<file path="src/rtl/confreg_defs.sv">
// Register map and field positions for the sram-port configuration block.
package confreg_defs;

    localparam int unsigned DATA_W = 32;
    localparam int unsigned OFF_W  = 6;

    localparam logic [OFF_W-1:0] CR_SCRATCH0 = 6'h00;
    localparam logic [OFF_W-1:0] CR_SCRATCH1 = 6'h01;
    localparam logic [OFF_W-1:0] CR_LED      = 6'h02;
    localparam logic [OFF_W-1:0] CR_SWITCH   = 6'h03;
    localparam logic [OFF_W-1:0] CR_TIMER    = 6'h04;
    localparam logic [OFF_W-1:0] CR_COMPARE  = 6'h05;
    localparam logic [OFF_W-1:0] CR_STATUS   = 6'h06;
    localparam logic [OFF_W-1:0] CR_CTRL     = 6'h07;

    localparam int unsigned STATUS_PEND_BIT = 0;
    localparam int unsigned CTRL_TEN_BIT    = 0;
    localparam int unsigned CTRL_IE_BIT     = 1;

    localparam logic [DATA_W-1:0] COMPARE_RST = 32'hFFFF_FFFF;

endpackage

</file>
<file path="src/rtl/sync_2ff.sv">
// Two-flop synchroniser for asynchronous level inputs.
module sync_2ff #(
    parameter int unsigned W = 1
) (
    input  logic         clk,
    input  logic         resetn,
    input  logic [W-1:0] d,
    output logic [W-1:0] q
);

    logic [W-1:0] meta;

    // First flop may go metastable; second flop gives a settled copy.
    always_ff @(posedge clk) begin
        if (!resetn) begin
            meta <= '0;
            q    <= '0;
        end else begin
            meta <= d;
            q    <= meta;
        end
    end

endmodule

</file>
<file path="src/rtl/sram_confreg.sv">
// Configuration/peripheral registers on the CPU sram-style data port:
// scratch, LEDs, synchronised switches, timer with compare interrupt.
module sram_confreg
    import confreg_defs::*;
#(
    parameter int unsigned LED_W = 16,
    parameter int unsigned SW_W  = 8
) (
    input  logic             clk,
    input  logic             resetn,
    input  logic             en,
    input  logic [3:0]       wen,
    input  logic [31:0]      addr,
    input  logic [31:0]      wdata,
    output logic [31:0]      rdata,
    output logic [LED_W-1:0] led,
    input  logic [SW_W-1:0]  sw,
    output logic             irq
);

    logic [DATA_W-1:0] scratch0;
    logic [DATA_W-1:0] scratch1;
    logic [DATA_W-1:0] timer;
    logic [DATA_W-1:0] compare;
    logic              pend;
    logic              ten;
    logic              ie;
    logic [SW_W-1:0]   sw_sync;

    logic [OFF_W-1:0]  off_c;
    logic              wr_c;
    logic              rd_c;
    logic              match_c;
    logic              clr_c;
    logic [DATA_W-1:0] rd_mux_c;
    logic              unused_addr_c;

    // Replace only the byte lanes whose write enable is set.
    function automatic logic [DATA_W-1:0] merge_bytes(
        input logic [DATA_W-1:0] old_val,
        input logic [DATA_W-1:0] new_val,
        input logic [3:0]        lanes
    );
        logic [DATA_W-1:0] res;
        res = old_val;
        for (int i = 0; i < 4; i++) begin
            if (lanes[i]) res[8*i +: 8] = new_val[8*i +: 8];
        end
        return res;
    endfunction

    sync_2ff #(.W(SW_W)) u_sw_sync (
        .clk    (clk),
        .resetn (resetn),
        .d      (sw),
        .q      (sw_sync)
    );

    assign off_c         = addr[7:2];
    assign unused_addr_c = ^{addr[31:8], addr[1:0]};
    assign wr_c          = en & (|wen);
    assign rd_c          = en & ~(|wen);

    // Match and clear are judged on pre-update register values.
    assign match_c = ten & (timer == compare);
    assign clr_c   = wr_c & (off_c == CR_STATUS) & wen[0] & wdata[STATUS_PEND_BIT];

    // Read mux over current register contents.
    always_comb begin
        rd_mux_c = '0;
        case (off_c)
            CR_SCRATCH0: rd_mux_c = scratch0;
            CR_SCRATCH1: rd_mux_c = scratch1;
            CR_LED:      rd_mux_c = DATA_W'(led);
            CR_SWITCH:   rd_mux_c = DATA_W'(sw_sync);
            CR_TIMER:    rd_mux_c = timer;
            CR_COMPARE:  rd_mux_c = compare;
            CR_STATUS:   rd_mux_c[STATUS_PEND_BIT] = pend;
            CR_CTRL: begin
                rd_mux_c[CTRL_TEN_BIT] = ten;
                rd_mux_c[CTRL_IE_BIT]  = ie;
            end
            default:     rd_mux_c = '0;
        endcase
    end

    // Plain RW registers with byte-lane writes.
    always_ff @(posedge clk) begin
        if (!resetn) begin
            scratch0 <= '0;
            scratch1 <= '0;
            led      <= '0;
            compare  <= COMPARE_RST;
            ten      <= 1'b0;
            ie       <= 1'b0;
        end else if (wr_c) begin
            case (off_c)
                CR_SCRATCH0: scratch0 <= merge_bytes(scratch0, wdata, wen);
                CR_SCRATCH1: scratch1 <= merge_bytes(scratch1, wdata, wen);
                CR_LED:      led      <= LED_W'(merge_bytes(DATA_W'(led), wdata, wen));
                CR_COMPARE:  compare  <= merge_bytes(compare, wdata, wen);
                CR_CTRL: begin
                    if (wen[0]) begin
                        ten <= wdata[CTRL_TEN_BIT];
                        ie  <= wdata[CTRL_IE_BIT];
                    end
                end
                default: ;
            endcase
        end
    end

    // Free-running timer; a write overrides that cycle's increment.
    always_ff @(posedge clk) begin
        if (!resetn) begin
            timer <= '0;
        end else if (wr_c && (off_c == CR_TIMER)) begin
            timer <= merge_bytes(timer, wdata, wen);
        end else if (ten) begin
            timer <= timer + 32'd1;
        end
    end

    // Pending flag (set wins over clear) and registered interrupt level.
    always_ff @(posedge clk) begin
        if (!resetn) begin
            pend <= 1'b0;
            irq  <= 1'b0;
        end else begin
            pend <= match_c | (pend & ~clr_c);
            irq  <= pend & ie;
        end
    end

    // Read data captured on read requests, held otherwise.
    always_ff @(posedge clk) begin
        if (!resetn) begin
            rdata <= '0;
        end else if (rd_c) begin
            rdata <= rd_mux_c;
        end
    end

endmodule
</file>
<file path="config.mk">
export PLATFORM = sky130hd
export DESIGN_NAME = sram_confreg
export DESIGN_NICKNAME = d
export VERILOG_FILES = /design/src/rtl/confreg_defs.sv /design/src/rtl/sync_2ff.sv /design/src/rtl/sram_confreg.sv
export SDC_FILE = /design/constraint.sdc
export NUM_CORES = 1
export LEC_CHECK = 0
export CORE_MARGIN = 1
export CORE_UTILIZATION = 44
export DETAILED_ROUTE_END_ITERATION = 10
export PLACE_DENSITY = 0.67
export RECOVER_POWER = 25
export SETUP_SLACK_MARGIN = 0.02
export SYNTH_ARGS = -nofsm -noshare
export SYNTH_HDL_FRONTEND = slang
export SYNTH_SLANG_ARGS = --single-unit
</file>
<file path="constraint.sdc">
create_clock -name clk -period 4.2 [get_ports clk]
set_input_delay 0.42 -clock clk [delete_from_list [all_inputs] [get_ports clk]]
set_output_delay 0.42 -clock clk [all_outputs]
set_load 0.05 [all_outputs]
</file>
# == Word-level counts from Yosys, hierarchy flattened ==
# Cells that the tools add are included.
# word_totals
word_cells,81
output_inout_bits,49
reg_bits,196
inputBits,79
# classes
n_eq_ne,12
bitwise,11
muxes,9
add_sub_neg,1
n_reduce_logical,23
# ops
operator,count
$pmux 30 s6,1
$mux 32,2
$reduce_and 3->1,15
$add 32x1->32 const B,1
$eq 32x32->1,1
$mux 8,4
$eq 6x3->1 const B,4
$eq 6x2->1 const B,2
$and 1x1->1,8
$ne 2x2->1 const B,4
$pmux 1 s8,1
$reduce_and 2->1,4
$pmux 1 s7,1
$eq 6x1->1 const B,1
$logic_not 6->1,1
$reduce_or 4->1,1
$not 1->1,2
$reduce_bool 2->1,1
$logic_and 1x1->1,1
$or 1x1->1,1

# == Longest topological paths before layout ==
# depth
word_depth,8
depth_mapped,8
depth_no_buf,6

# == Cells and area by module ==
# Synthesis repeated with hierarchy kept, for this count alone.
# hier_totals
cells_unflattened,1021
hier_area_um2,9153.8
# modules_own_cells
module,cells_each,area_each_um2,instances
sram_confreg,988,8707.1,1
sync_2ff,33,446.7,1

# == Worst setup path before layout ==
# OpenSTA, ideal clock, no wires.
# synth_path
kind,in2reg
from,input addr[7]
to,register timer[24]
path_buffers,1
stages,6
t_arrival_ns,1.917
setup_slack_ns,2.153
setup_time_ns,0.130
t_required_ns,4.070
cell_sequence,or4b_1 buf_4 or3_1 and3_1 a21oi_1 o22ai_1
# synth_via
elab_chain_len,4
word_cells_on_any_way,6
cone_classes,2 x eq/ne; 1 x mux; 3 x reduce/logical
# synth_rtl
item,line,rtl
from (decl),sram_confreg.sv:13,"input logic [31:0] addr,"
$eq 6x3->1 (*),sram_confreg.sv:117,end else if (wr_c && (off_c == CR_TIMER)) begin
$logic_and 1x1->1 (*),sram_confreg.sv:117,
$ne 2x2->1 (no source line) / $reduce_bool 2->1 (equally long branches),n/a,
$reduce_and 2->1 (no source line),n/a,
to (signal assigned),sram_confreg.sv:118,"timer <= merge_bytes(timer, wdata, wen);"
to (signal assigned),sram_confreg.sv:120,timer <= timer + 32'd1;
to (decl),sram_confreg.sv:23,logic [DATA_W-1:0] timer;
# Mark *: on every way between the ends. The rest lies on a longest branch, timed or not.
# A chain may end at the register's enable or synchronous reset.

# == Worst setup path in the final report ==
# layout_path
from,input resetn
to,register timer[5]
# layout_lines
item,line,rtl
from (decl),sram_confreg.sv:10,"input logic resetn,"
# No word-level cell between the ends.

==> impl_results.md <==
* Die ar. at 21200 um2
* Reg-to-reg critical path endpoint: timer[30]
* Dominant combinational cell family by area after synthesis: simple AND/OR/NAND/NOR gates
* Synthesized netlist net count at roughly 1100
* Violation count after the first detailed-route iteration at 773
* Worst reg-to-reg path cell count at 6
* Count of maximum capacitance violations at 1
* Complex-gate fraction of the synthesized area at 0.185
* Combined flip-flop and latch cell area at about 3900 um2
* Mux share of post-synthesis cell area at 0.107
* Overall routing resource usage at 0.254
* Final Critical Period at ~3400 ps
* Leakage power at slightly above 4 nW
* Clock latency at the later pin of the worst-skew pair at 450 ps
* Gates resized, CTS repair at 0
* Gate Count Post-Synth at 1027
* Multi-input logic area at just under 5000 um2
* Number of levels in the clock H-tree at 4
* Min-delay src: u_sw_sync.meta[1]
* Number of hold violations in the final report at 0
* Layout cells sized above 1 at 0.0784
* Std-Cell Core Area at 20200 um2
* Total detailed-routing wirelength at 26200 um
* Clock net sink count at 196
* Synthesized flop and latch total at 196
* Simple-gate area share of the yosys netlist at 0.206
* Critical Path Start Type: input port
* # nets final at about 1200
* Yosys warning total at 0
* Number of failing setup endpoints in the final timing report at 0
* Final period utilization at 0.814
* Leading cell types in the layout, fill and taps excluded: 196 x sky130_fd_sc_hd__dfxtp_1, 117 x sky130_fd_sc_hd__nor2_1, 107 x sky130_fd_sc_hd__nand2_1
* Netlist area before placement at 9090 um2
* Die H at 146 um
* Wire length per cell after detailed routing at about 19 um
* Number of synthesized flops with an enable pin at 0
* Hold buffer count at cts at 0
* Crit path setup slack, layout at 780 ps
* Largest net degree at the start of global routing at between 50 and 60
* TritonCTS clock tree: built
* X dimension of the die at 146 um
* GPL Wtd Cong at 0.933
* Vias in the first global route at 7730
* Number of antenna-violating nets in the routed design at 0
* Total of buffers placed on input and output ports at 101
* Cell chosen for the clock root: sky130_fd_sc_hd__clkbuf_16
* Failing checks: capacitance limit, slew limit
* Syn-to-layout area delta at 19.5%
* Io pins at ~130
* Post-CTS setup buffer count at 0
* Maximum buffer depth of the clock tree at 2
* Flip-flop cell with the highest count after synthesis: sky130_fd_sc_hd__dfxtp_1
* Synthesized-area fraction occupied by xor and xnor cells at 0.0308
* WS Path Type: in2reg
* Clock-pin slew on the worst setup and hold paths at 70 ps
* Residual DRC at 0
* Post-synthesis share of cell area spent on full adders, half adders and majority gates at 0.00138
* Total iterations of the first detailed-routing run at 8
* Areal power density over the cells at 339 nW/um2
* Most common cell after layout, fill and taps aside: sky130_fd_sc_hd__dfxtp_1
* Yosys cell types at 64
* Slack of the worst reg-to-reg path at 1730 ps
* Final Max Slew Viols at 40
* Inserted Clock Buffers at 17
* Worst slack at placement at 873 ps
* HP Class: reg2reg
* Vias at 8199
* Setup repair after global routing missed its margin: false
* Clock Skew at roughly 12 ps
* Post-detail-place hpwl at 18500 um
* Fill cell total of the finished layout at ~1900
* Final sum of negative setup slack at 0 ps
* Congestion Overflow GR at 0
* Cell Rows at 52
* Total power at around 0.0037 W
* Vias per inst at 5.95
* Part of the Yosys area used for sequential elements at 0.431
* Share of flip-flops with an asynchronous set or reset after synthesis at 0
* Antenna violations before repair at 0
* Required time of the worst setup path at 4550 ps
* Smallest hold slack at 434 ps
* Maximum clock rate at 292 MHz
* Number of diodes added for antenna fixing at 0
* Highest net fanout along the worst path at 53
* Initial Util at 0.449
* Run status: finished with violations
* CP Data Arrival Time at about 3800 ps
* Worst setup EP type: flop
* Worst IR Drop VDD at around 0.25 mV
* Hold worst-path end: u_sw_sync.q[1]
* Beginning of the worst register-to-register path: timer[0]
* Hold Path Cell Cnt at 1
* Post-synthesis area per instance at approximately 9 um2
* Worst slew margin at -0.126
* Wire length of the first global-routing pass at 42900 um
* Worst-margin pin slew at 1690 ps
[kinds of logic (layout without fill, tap and decap cells)]
logic type	Yosys count	after routing
multiplexers	97	97
AO/OA/AOI/OAI	237	237
adder cells (fa/ha/maj)	1	1
buffers and inverters	82	164
AND/OR/NAND/NOR	382	382
XOR/XNOR	32	32
flip-flops	196	196
[critical path: stages]
cell and delay, ps:
sky130_fd_sc_hd__buf_2 90, sky130_fd_sc_hd__clkbuf_1 1210, sky130_fd_sc_hd__clkinv_2 1200, sky130_fd_sc_hd__buf_4 540, sky130_fd_sc_hd__o32ai_1 280
[area by class of cell]
| cell class | count | area share |
|---|---|---|
| multi-input combinational | 749 | 0.445 |
| sequential | 196 | 0.361 |
| timing repair buffer | 126 | 0.109 |
| clock buffer | 18 | 0.0404 |
| tap | 270 | 0.0311 |
| clock inverter | 14 | 0.0108 |
| inverter | 6 | 0.00219 |
[worst max path at each step]
| stage | startpoint | to | slack (ps) | cells past startpoint |
|---|---|---|---|---|
| 2_1_floorplan | addr[7] | timer[24] | 2150 | 6 |
| 3_3_place_gp | addr[4] | timer[5] | 900 | 6 |
| 3_5_place_dp | addr[4] | timer[4] | 870 | 6 |
| 4_1_cts | addr[4] | timer[4] | 1340 | 6 |
| 5_1_grt | resetn | timer[31] | 560 | 5 |
| 6_report | resetn | timer[5] | 780 | 5 |
[layer usage]
layer	wire length (um)	up-vias	global-route usage
li1	-	3887	-
met1	11900	3954	0.352
met2	12100	326	0.399
met3	1620	32	0.0464
met4	510	0	0.0821
met5	0	-	0
[cell usage after synthesis, types with 6 or more instances]
cell type | n | area [um2]
sky130_fd_sc_hd__dfxtp_1 | 196 | 3920
sky130_fd_sc_hd__buf_2 | 26 | 130
sky130_fd_sc_hd__a211oi_1 | 6 | 45.0
sky130_fd_sc_hd__a22oi_1 | 34 | 255
sky130_fd_sc_hd__o21ai_0 | 44 | 220
sky130_fd_sc_hd__nand3_1 | 38 | 190
sky130_fd_sc_hd__o211ai_1 | 6 | 45.0
sky130_fd_sc_hd__and2_1 | 20 | 125
sky130_fd_sc_hd__nor3_1 | 15 | 75.1
sky130_fd_sc_hd__a31oi_1 | 9 | 56.3
sky130_fd_sc_hd__a2bb2oi_1 | 11 | 96.3
sky130_fd_sc_hd__a221oi_1 | 13 | 114
sky130_fd_sc_hd__nor2_1 | 118 | 443
sky130_fd_sc_hd__a21oi_1 | 45 | 225
sky130_fd_sc_hd__xnor2_1 | 9 | 78.8
sky130_fd_sc_hd__a222oi_1 | 9 | 90.1
sky130_fd_sc_hd__nor4_1 | 11 | 68.8
sky130_fd_sc_hd__a22o_1 | 18 | 158
sky130_fd_sc_hd__inv_1 | 6 | 22.5
sky130_fd_sc_hd__nand4_1 | 18 | 113
sky130_fd_sc_hd__and3_1 | 11 | 68.8
sky130_fd_sc_hd__o2bb2ai_1 | 8 | 70.1
sky130_fd_sc_hd__nand3_2 | 6 | 60.1
sky130_fd_sc_hd__nand2_1 | 107 | 402
sky130_fd_sc_hd__mux2i_1 | 94 | 941
sky130_fd_sc_hd__xor2_1 | 23 | 201
sky130_fd_sc_hd__clkbuf_1 | 45 | 169
[power by group]
part / switching, W / internal (W)
clock network: 0.000781 / 0.000793
logic: 0.000136 / 0.0000867
registers: 0.0000144 / 0.00187
[through the flow]
step	std cells	instance area, um2	util
after detailed placement	1347	10300	0.510
final	1379	10900	0.537
after global routing	1379	10900	0.537
after floorplan	1027	9090	-
after global placement	1347	10300	0.510
after CTS	1379	10900	0.537
[registers in the layout, summed over array words and instances (netlist names), 8 cells and up]
name            flops
compare            32
scratch0           32
u_sw_sync.q         8
u_sw_sync.meta      8
rdata              32
led                16
scratch1           32
timer              32
Power figures use the tool's default switching activity.
